**config.mk**
```make
export PLATFORM = sky130hd
export DESIGN_NAME = enum_level_walker
export DESIGN_NICKNAME = d
export VERILOG_FILES = /design/src/rtl/enum_level_walker.sv
export SDC_FILE = /design/constraint.sdc
export NUM_CORES = 1
export LEC_CHECK = 0
export CORE_ASPECT_RATIO = 1.2
export CORE_MARGIN = 4
export CORE_UTILIZATION = 39
export CTS_BUF_LIST = sky130_fd_sc_hd__clkbuf_16
export DETAILED_ROUTE_END_ITERATION = 8
export PLACE_DENSITY = 0.91
export SLEW_MARGIN = 20
export SYNTH_ARGS = -nofsm -noshare
export SYNTH_HDL_FRONTEND = slang
export SYNTH_SLANG_ARGS = --single-unit
```
**constraint.sdc**
```tcl
create_clock -name clk -period 2.6 [get_ports clk]
set_clock_uncertainty 0.1 [all_clocks]
set_input_delay 0.26 -clock clk [delete_from_list [all_inputs] [get_ports clk]]
set_output_delay 0.26 -clock clk [all_outputs]
set_load 0.005 [all_outputs]
```
**src/rtl/enum_level_walker.sv**
```systemverilog
// enum_level_walker: steps through level_e (0,10,20,30,40) via first/last/next/prev/load commands
module enum_level_walker #(
  parameter int STEP_W = 8
) (
  input  logic              clk,
  input  logic              rst,
  input  logic              cmd_valid,
  output logic              cmd_ready,
  input  logic [2:0]        cmd_op,
  input  logic [STEP_W-1:0] cmd_step,
  input  logic [31:0]       cmd_raw,
  output logic              rsp_valid,
  input  logic              rsp_ready,
  output logic [31:0]       rsp_level,
  output logic [2:0]        rsp_index,
  output logic              rsp_err,
  output logic [31:0]       num_vals_out
);
  typedef enum logic [1:0] {IDLE, WALK, RESP} state_t;
  state_t state, state_n;
  logic [2:0] idx, idx_n, inc, dec, load_idx;
  logic [STEP_W-1:0] rem, rem_n;
  logic err, err_n, dir, dir_n, load_ok, accept;
  assign num_vals_out = 32'd5;
  assign cmd_ready = state == IDLE;
  assign rsp_valid = state == RESP;
  assign rsp_index = idx;
  assign rsp_level = 32'(idx) * 32'd10;
  assign rsp_err = err;
  assign accept = cmd_valid & cmd_ready;
  assign inc = idx == 3'd4 ? 3'd0 : idx + 3'd1;
  assign dec = idx == 3'd0 ? 3'd4 : idx - 3'd1;
  assign load_ok = cmd_raw == 32'd0 || cmd_raw == 32'd10 || cmd_raw == 32'd20 ||
                   cmd_raw == 32'd30 || cmd_raw == 32'd40;
  assign load_idx = cmd_raw == 32'd10 ? 3'd1 : cmd_raw == 32'd20 ? 3'd2 :
                    cmd_raw == 32'd30 ? 3'd3 : cmd_raw == 32'd40 ? 3'd4 : 3'd0;
  // state, current level index, error flag and walk bookkeeping
  always_ff @(posedge clk) begin
    if (rst) begin
      state <= IDLE;
      idx   <= 3'd0;
      err   <= 1'b0;
      dir   <= 1'b0;
      rem   <= '0;
    end else begin
      state <= state_n;
      idx   <= idx_n;
      err   <= err_n;
      dir   <= dir_n;
      rem   <= rem_n;
    end
  end
  // command decode, one-position-per-cycle walk, and response hold
  always_comb begin
    state_n = state;
    idx_n   = idx;
    err_n   = err;
    dir_n   = dir;
    rem_n   = rem;
    case (state)
      IDLE: if (accept) begin
        state_n = RESP;
        err_n   = 1'b0;
        case (cmd_op)
          3'd0: idx_n = 3'd0;
          3'd1: idx_n = 3'd4;
          3'd2, 3'd3: if (cmd_step != '0) begin
            state_n = WALK;
            dir_n   = cmd_op == 3'd3;
            rem_n   = cmd_step;
          end
          3'd4: begin
            idx_n = load_ok ? load_idx : idx;
            err_n = !load_ok;
          end
          default: err_n = 1'b1;
        endcase
      end
      WALK: begin
        idx_n   = dir ? dec : inc;
        rem_n   = rem - 1'b1;
        state_n = rem == 1 ? RESP : WALK;
      end
      RESP: state_n = rsp_ready ? IDLE : RESP;
      default: state_n = IDLE;
    endcase
  end
endmodule

```
# Word level (Yosys, flattened, before mapping)

Index checks and enable logic that the tools add are counted.

Register bits: 15
Input bits: 47
Output and inout bits: 70
Word-level logic and storage cells: 66

Add/subtract/negate cells: 3
Multipliers: 1
Equal/unequal tests: 17
Multiplexer cells: 22
Bitwise operators: 1
Reduce and logical (&&, ||, !) cells: 17

Operators with widths:

| cell                | number |
|---|---|
| $eq 32x5->1 const B | 2 |
| $eq 32x4->1 const B | 1 |
| $eq 32x6->1 const B | 1 |
| $logic_not 32->1    | 1 |
| $mux 3              | 9 |
| $mux 8              | 3 |
| $pmux 8 s2          | 1 |
| $reduce_and 4->1    | 3 |
| $mux 2              | 5 |
| $pmux 3 s3          | 1 |
| $eq 8x1->1 const B  | 1 |
| $reduce_bool 8->1   | 1 |
| $sub 8x1->8 const B | 1 |
| $eq 3x2->1 const B  | 2 |
| $eq 3x3->1 const B  | 2 |
| $logic_not 3->1     | 2 |
| $mul 3x3->6 const B | 1 |
| $ne 2x1->1 const B  | 3 |
| $pmux 2 s3          | 1 |
| $pmux 3 s2          | 1 |
| $logic_or 1x1->1    | 4 |
| $ne 4x1->1 const B  | 1 |
| $reduce_or 4->1     | 1 |
| $add 3x1->3 const B | 1 |
| 12 further kinds    | 12 |

# Logic depth before layout (Yosys ltp)

Gate-level depths: netlist (run 1).

Depth in word-level cells: 9
Mapped depth: 8

# Worst setup path after synthesis (run 1)

Ideal clock, no wire load.

Path type: input to register
Start: in cmd_raw[26]
End: reg idx[2] (netlist: rsp_index[2])
Library setup time: 0.072 ns
Data arrival time: 1.570 ns
Path slack: 0.858 ns
Cell stages on the path: 5
Path buffers: 0
Cells stage by stage: nor4_2 > nand3_2 > or4_1 > a211o_1 > mux2i_1

Cells in the longest elaborated chain, start to end: 9
Elaborated cells on any way between the ends: 19
Those cells by class: eq/ne (5); mux (8); reduce/logical (6)

RTL lines:

| what                 | RTL line | source |
|---|---|---|
| from (decl)          | 11       | `input logic [31:0] cmd_raw,` |
| $eq 32x6->1          | 34, 36   |  |
| $mux 3 (2 in series) | 36       | `cmd_raw == 32'd30 ? 3'd3 : cmd_raw == 32'd40 ? 3'd4 : 3'd0;` |
| $mux 3 (2 in series) | 35       | `assign load_idx = cmd_raw == 32'd10 ? 3'd1 : cmd_raw == 32'd20 ? 3'd2 :` |
| $mux 3               | 73       | `idx_n = load_ok ? load_idx : idx;` |
| $pmux 3 s3           | 64       | `case (cmd_op)` |
| $mux 3               | 61       | `IDLE: if (accept) begin` |
| $pmux 3 s2           | 60       | `case (state)` |
| to (signal assigned) | 47       | `idx <= idx_n;` |
| to (decl)            | 21       | `logic [2:0] idx, idx_n, inc, dec, load_idx;` |

Several ways; a longest one is shown, not always the timed one. The select of a mux whose other input is x is not followed.
A chain may end at the register's enable or synchronous reset.

# Final worst setup path (run 1)

Start: reg idx[0] (netlist: rsp_index[0])
End: out rsp_level[5]

Cells in the longest elaborated chain, start to end: 1

RTL lines:

| what        | RTL line | source |
|---|---|---|
| $mul 3x3->6 | 28       | `assign rsp_level = 32'(idx) * 32'd10;` |
| to (decl)   | 14       | `output logic [31:0] rsp_level,` |

Every way passes these cells.

==> results of run 1 <==
[stage by stage]
| step | power (mW) | hold slack [ns] | cell area, um2 |
|---|---|---|---|
| 2_1_floorplan | 0.4242 | 0.3039 | 1933 |
| 5_1_grt | 0.8055 | 0.4101 | 2195 |
| 6_report | 0.7660 | 0.3621 | 2195 |
| 3_5_place_dp | 0.4718 | 0.3546 | 2116 |
| 4_1_cts | 0.7681 | 0.3616 | 2195 |
| 3_3_place_gp | 0.4657 | 0.3420 | 2116 |
[cells in the mapped netlist, types with 3 or more instances]
cell type	number
buf_4	61
dfxtp_1	15
a21oi_1	13
nor2_1	13
nand2_1	12
ha_1	9
nor4_1	9
inv_1	8
nand2b_1	7
a211oi_1	5
nor2b_1	5
o21ai_0	5
a21o_1	4
clkbuf_1	4
mux2i_1	4
nand3_1	4
o21bai_1	4
a21boi_0	3
nor3_1	3
or4_1	3
xor2_1	3
[per-layer routing]
layer  GRT usage, %  up-vias  part of all wire, %
li1               -      772                    -
met1          14.39      733                   34
met2          27.22       91                   50
met3          3.734        2                   15
met4          1.988        0                 0.76
met5              0        -                    0
[placed cells by master, fill, tap and decap left out, types with 3 or more instances in the layout]
master,n
or4_1,3
nand3_1,4
o21bai_1,4
xor2_1,3
nor3_1,3
clkdlybuf4s50_1,58
inv_1,9
a21boi_0,3
conb_1,58
mux2i_1,4
nor4_1,9
a21o_1,4
o21ai_0,5
nand2b_1,7
nand2_1,12
a21oi_1,13
clkbuf_16,3
a211oi_1,5
dfxtp_1,15
nor2_1,13
nor2b_1,5
ha_1,9
[sequential cells by signal (all words and copies together), names as in the netlist]
signal / cells
dir: 1
rsp_err: 1
state: 2
rem: 8
rsp_index: 3
[worst max-delay path, stage by stage, from the launching register on]
cell	delay, ns
dfxtp_1	0.37
ha_1	0.23
ha_1	0.18
ha_1	0.26
clkdlybuf4s50_1	0.50
[logic make-up (layout without fill, tap and decap cells)]
group | after synthesis | in the layout | synth area share [%]
buffers and inverters | 75 | 72 | 29.77
adder cells (fa/ha/maj) | 9 | 9 | 6.536
AND/OR/NAND/NOR | 69 | 69 | 23.75
other | 2 | 58 | 0.4359
flip-flops | 15 | 15 | 17.43
XOR/XNOR | 3 | 3 | 1.525
AO/OA/AOI/OAI | 45 | 45 | 17.57
multiplexers | 5 | 5 | 2.978
[worst paths after layout]
check	from	to	slack (ns)	cells after the start
worst min-delay path	rsp_err	rsp_err	0.36	2
worst min register to register	rsp_err	rsp_err	0.36	2
worst max register to register	state[0]	rsp_index[1]	0.57	5
worst max-delay path	rsp_index[0]	rsp_level[5]	0.45	4
[area by class of cell]
type	count	area (um2)	area share [%]
clock buffers	3	75.07	3.421
clock inverters	1	3.754	0.1710
inverters	8	30.03	1.368
multi-input cells	189	1120	51.03
flip-flops and latches	15	300.3	13.68
well taps	56	70.07	3.193
repair buffers	60	595.6	27.14
[where the power goes]
part / switching [mW] / internal [mW] / total [mW] / leakage, nW
logic: 0.101 / 0.114 / 0.215 / 0.763
clock network: 0.0917 / 0.204 / 0.295 / 0.0423
registers: 0.0139 / 0.242 / 0.256 / 0.122
total: 0.206 / 0.560 / 0.766 / 0.927
==> out/qor.txt, run 1 <==
DRT iter0 DRCs: 74
Post-CTS Hold Buffers: 0
final net count: 333
pin count of the biggest net entering global routing: 20
placed insts: 328
remaining global-route overflow: 0
EDFF count, synth: 0
IO Port Bufs: 58
Peak Freq: 466.1 MHz
sequential share of the synthesized area: 17.43%
vias in the first global route: 1,508
Clock Pin Slew Worst Setup and Hold Paths: 0.05 ns
Worst setup EP type: output port
fin crit share: 82.51%
vias: 1,598
Diodes inserted: 0
GRT Util Overall: 13.86%
Max Slew Vio Count: 0
dominant cells by area after synthesis: buf_4, dfxtp_1, ha_1
Worst EP arrival: 1.79 ns
slack of the critical path: 0.4547 ns
RSZ-0062 raised after global routing: no
DR pass1 iterations: 4
final setup vio count: 0
Hold Fails Final Rpt: 0
first-pass GRT wire length: 6072 um
setup TNS: 0 ns
Final Util: 51.50%
row count: 26
drt total wl: 4096 um
clock buffer count from CTS: 3
RD Place Congestion: 0.7970
clk buf depth: 2
status: completed
io pins: 117
DP Wirelength: 3442 um
initial antenna violation count: 0
CTS tree: done
Initial Util: 40.43%
vias per cell: 4.813
#FFs+latches synth: 15
CP max FO: 7
Avg Synthesized Cell Area: 7.726 um2
post-DR wirelength/cell: 12.34 um
power density cells: 349.1 mW/mm2
maxcap violations: 0
Synth async-reset ratio: 0%
share of cells above drive strength 1: 3.986%
DRC Markers: 0
Post-synth top flop: dfxtp_1
setup bufs post-CTS: 0
post-layout min period: 2.145 ns
post-place setup slack: 0.2941 ns
Root Buffer: clkbuf_16
Synth cell types: 43
leakage: 0.9269 nW
Synth Warn #: 0
Skew-Pair Late Insertion Delay: 0.24 ns
relative slew slack: 52.90%
Slew @ Worst Pin: 0.7051 ns
Synth top area share: 26.58%
Die H: 80.81 um
Mapped Cells: 223
Data required, critical path: 2.24 ns
CP Launch Type: register
die area: 0.005550 mm2
Die W: 68.68 um
H-tree levels: 1
Routed Antenna Nets: 0
area of the core: 0.004262 mm2
Post-CTS Resized: 0
Yosys top cell by area: buf_4
Post-Syn Area: 0.001723 mm2
Min-Delay Path Class: reg2reg
P&R area growth vs syn: 27.38%
Final Non-Filler Cells: 332
Filler cells: 416
CTS Sinks: 15
WS Path Type: reg2out
Max VDD drop: 0.3514 mV
Note: power is estimated with default switching activity, not from simulation.
==> run 2, diff against run 1 <==
--- a/config.mk
+++ b/config.mk
@@ -7,10 +7,10 @@
 export LEC_CHECK = 0
 export CORE_ASPECT_RATIO = 1.2
 export CORE_MARGIN = 4
-export CORE_UTILIZATION = 39
+export CORE_UTILIZATION = 36
 export CTS_BUF_LIST = sky130_fd_sc_hd__clkbuf_16
 export DETAILED_ROUTE_END_ITERATION = 8
-export PLACE_DENSITY = 0.91
+export PLACE_DENSITY = 0.85
 export SLEW_MARGIN = 20
 export SYNTH_ARGS = -nofsm -noshare
 export SYNTH_HDL_FRONTEND = slang
==> constraint.sdc (replaced) <==
create_clock -name clk -period 2.2 [get_ports clk]
set_clock_uncertainty 0.1 [all_clocks]
set_input_delay 0.22 -clock clk [delete_from_list [all_inputs] [get_ports clk]]
set_output_delay 0.22 -clock clk [all_outputs]
set_load 0.005 [all_outputs]
==> run 2 against run 1 <==
Core utilization down 2.3 points; sequential share of layout area down 0.39 points; critical path depth unchanged; global-route usage up 0.17 points; critical path type unchanged; largest power group unchanged.
==> out/qor.txt, run 2 (synthesis results as in run 1) <==
status: completed (unchanged)
vias: 1,631 (was 1,598)
Die H: 83.78 um (was 80.81 um)
RD Place Congestion: 0.7839 (was 0.7970)
H-tree levels: 1 (unchanged)
Worst setup EP type: output port (unchanged)
clk buf depth: 2 (unchanged)
CTS Sinks: 15 (unchanged)
worst path cell trace: ha_1, ha_1, ha_1, clkdlybuf4s50_1 (unchanged)
Initial Util: 37.50% (was 40.43%)
DP Wirelength: 3686 um (was 3442 um)
fin crit share: 95.65%
Clock Pin Slew Worst Setup and Hold Paths: 0.05 ns (about the same)
Max stage delay on crit path: 0.50 ns (about the same)
clock buffer count from CTS: 3 (unchanged)
final setup vio count: 0 (unchanged)
met3 WL: 500 um (was 600 um)
CP bufs+invs: 1 (unchanged)
CP Launch Type: register (unchanged)
DR pass1 iterations: 4 (unchanged)
DR top layer: met4 (unchanged)
setup TNS: 0 ns (unchanged)
Min-Delay Path Class: reg2reg (unchanged)
setup bufs post-CTS: 0 (unchanged)
Skew-Pair Late Insertion Delay: 0.25 ns (was 0.24 ns)
P&R area growth vs syn: 31.08% (was 27.38%)
Total Power: 0.9350 mW (was 0.7660 mW)
vias in the first global route: 1,516 (was 1,508)
vias per cell: 4.769 (was 4.813)
DRC Markers: 0 (unchanged)
Root Buffer: clkbuf_16 (unchanged)
post-layout min period: 2.104 ns
row count: 27 (was 26)
WS Path Type: reg2out (unchanged)
area of the core: 0.004594 mm2 (was 0.004262 mm2)
Routed Antenna Nets: 0 (unchanged)
Peak Freq: 475.2 MHz
Final Non-Filler Cells: 342 (was 332)
Max VDD drop: 0.1779 mV (was 0.3514 mV)
Max Slew Vio Count: 0 (unchanged)
power density cells: 414.0 mW/mm2 (was 349.1 mW/mm2)
drt total wl: 4404 um (was 4096 um)
Crit path max-delay family: adder cells (unchanged)
final net count: 341 (was 333)
pin count of the biggest net entering global routing: 17 (was 20)
share of cells above drive strength 1: 7.042% (was 3.986%)
IO Port Bufs: 58 (unchanged)
Data required, critical path: 1.88 ns (was 2.24 ns)
Worst EP arrival: 1.78 ns (was 1.79 ns)
initial antenna violation count: 0 (unchanged)
DRT iter0 DRCs: 97 (was 74)
Final Util: 49.16% (was 51.50%)
first-pass GRT wire length: 6872 um (was 6072 um)
design area: 0.002258 mm2 (was 0.002195 mm2)
met2 WL: 2254 um (was 2066 um)
post-DR wirelength/cell: 12.88 um (was 12.34 um)
maxcap violations: 0 (unchanged)
most frequent cells in the layout: conb_1, clkdlybuf4s50_1, dfxtp_1 (unchanged)
remaining global-route overflow: 0 (unchanged)
DP Area: 0.002178 mm2 (was 0.002116 mm2)
cell repeated most along the worst path: ha_1 (unchanged)
Hold Fails Final Rpt: 0 (unchanged)
CTS tree: done (unchanged)
Post-CTS Hold Buffers: 0 (unchanged)
Diodes inserted: 0 (unchanged)
Slew @ Worst Pin: 0.7333 ns (was 0.7051 ns)
placed insts: 338 (was 328)
Most flops, register: rem (unchanged)
io pins: 117 (unchanged)
number of flip-flops under the largest register name: 8 (unchanged)
Die W: 71.15 um (was 68.68 um)
die area: 0.005961 mm2 (was 0.005550 mm2)
GRT Util Overall: 14.03% (was 13.86%)
relative slew slack: 51.01% (was 52.90%)
Post-CTS Resized: 0 (unchanged)
CP max FO: 7 (unchanged)
RSZ-0062 raised after global routing: no (unchanged)
Crit-path slowest cell: clkdlybuf4s50_1 (unchanged)
leakage: 0.9648 nW (was 0.9269 nW)
WL met1: 1596 um (was 1398 um)
## run 2: changes by cell type in the layout (fill, tap and decap cells not counted), sizes merged
cell / previous run / this run
clkinv: 0 / 1
buf: 2 / 10
inv: 9 / 8
## run 2: stage by stage
step / hold WS (ns) / setup slack (ns)
6_report: 0.3587 / 0.09567
5_1_grt: 0.3976 / 0.02261
4_1_cts: 0.3674 / 0.08265
3_5_place_dp: 0.3595 / -0.04801
3_3_place_gp: 0.3432 / 0.006049
2_1_floorplan: 0.2639 / 0.4943
## run 2: layout make-up
type | count | area [um2]
repair buffers | 68 | 655.6
inverters | 8 | 30.03
clock buffers | 3 | 75.07
fillers | 443 | 2336
flip-flops and latches | 15 | 300.3
clock inverters | 1 | 5.005
well taps | 58 | 72.57
multi-input cells | 189 | 1120
## run 2: routing by layer
layer  track usage [%]  vias to the layer above
li1                  -                      784
met2             24.33                       98
met3             4.096                        5
met1             16.38                      744
met5                 0                        -
met4             4.103                        0
## run 2: path summary, 6_finish.rpt
| kind | from | end | slack (ns) | cells past startpoint |
|---|---|---|---|---|
| setup / recovery | rsp_index[0] | rsp_level[5] | 0.1 | 4 |
| hold / removal | rsp_err | rsp_err | 0.36 | 2 |
| setup reg to reg | rsp_index[0] | rsp_index[0] | 0.27 | 7 |
| hold reg to reg | rsp_err | rsp_err | 0.36 | 2 |
## run 2: worst min-delay path: stages (launching register included)
cell     delay [ns]
dfxtp_1        0.31
nand2_1        0.05
a21oi_1        0.05
## run 2: where the power goes
group          internal (mW)  switching (mW)  total [mW]
Clock                  0.244           0.125       0.369
Combinational          0.142           0.126       0.268
Sequential             0.286          0.0117       0.297
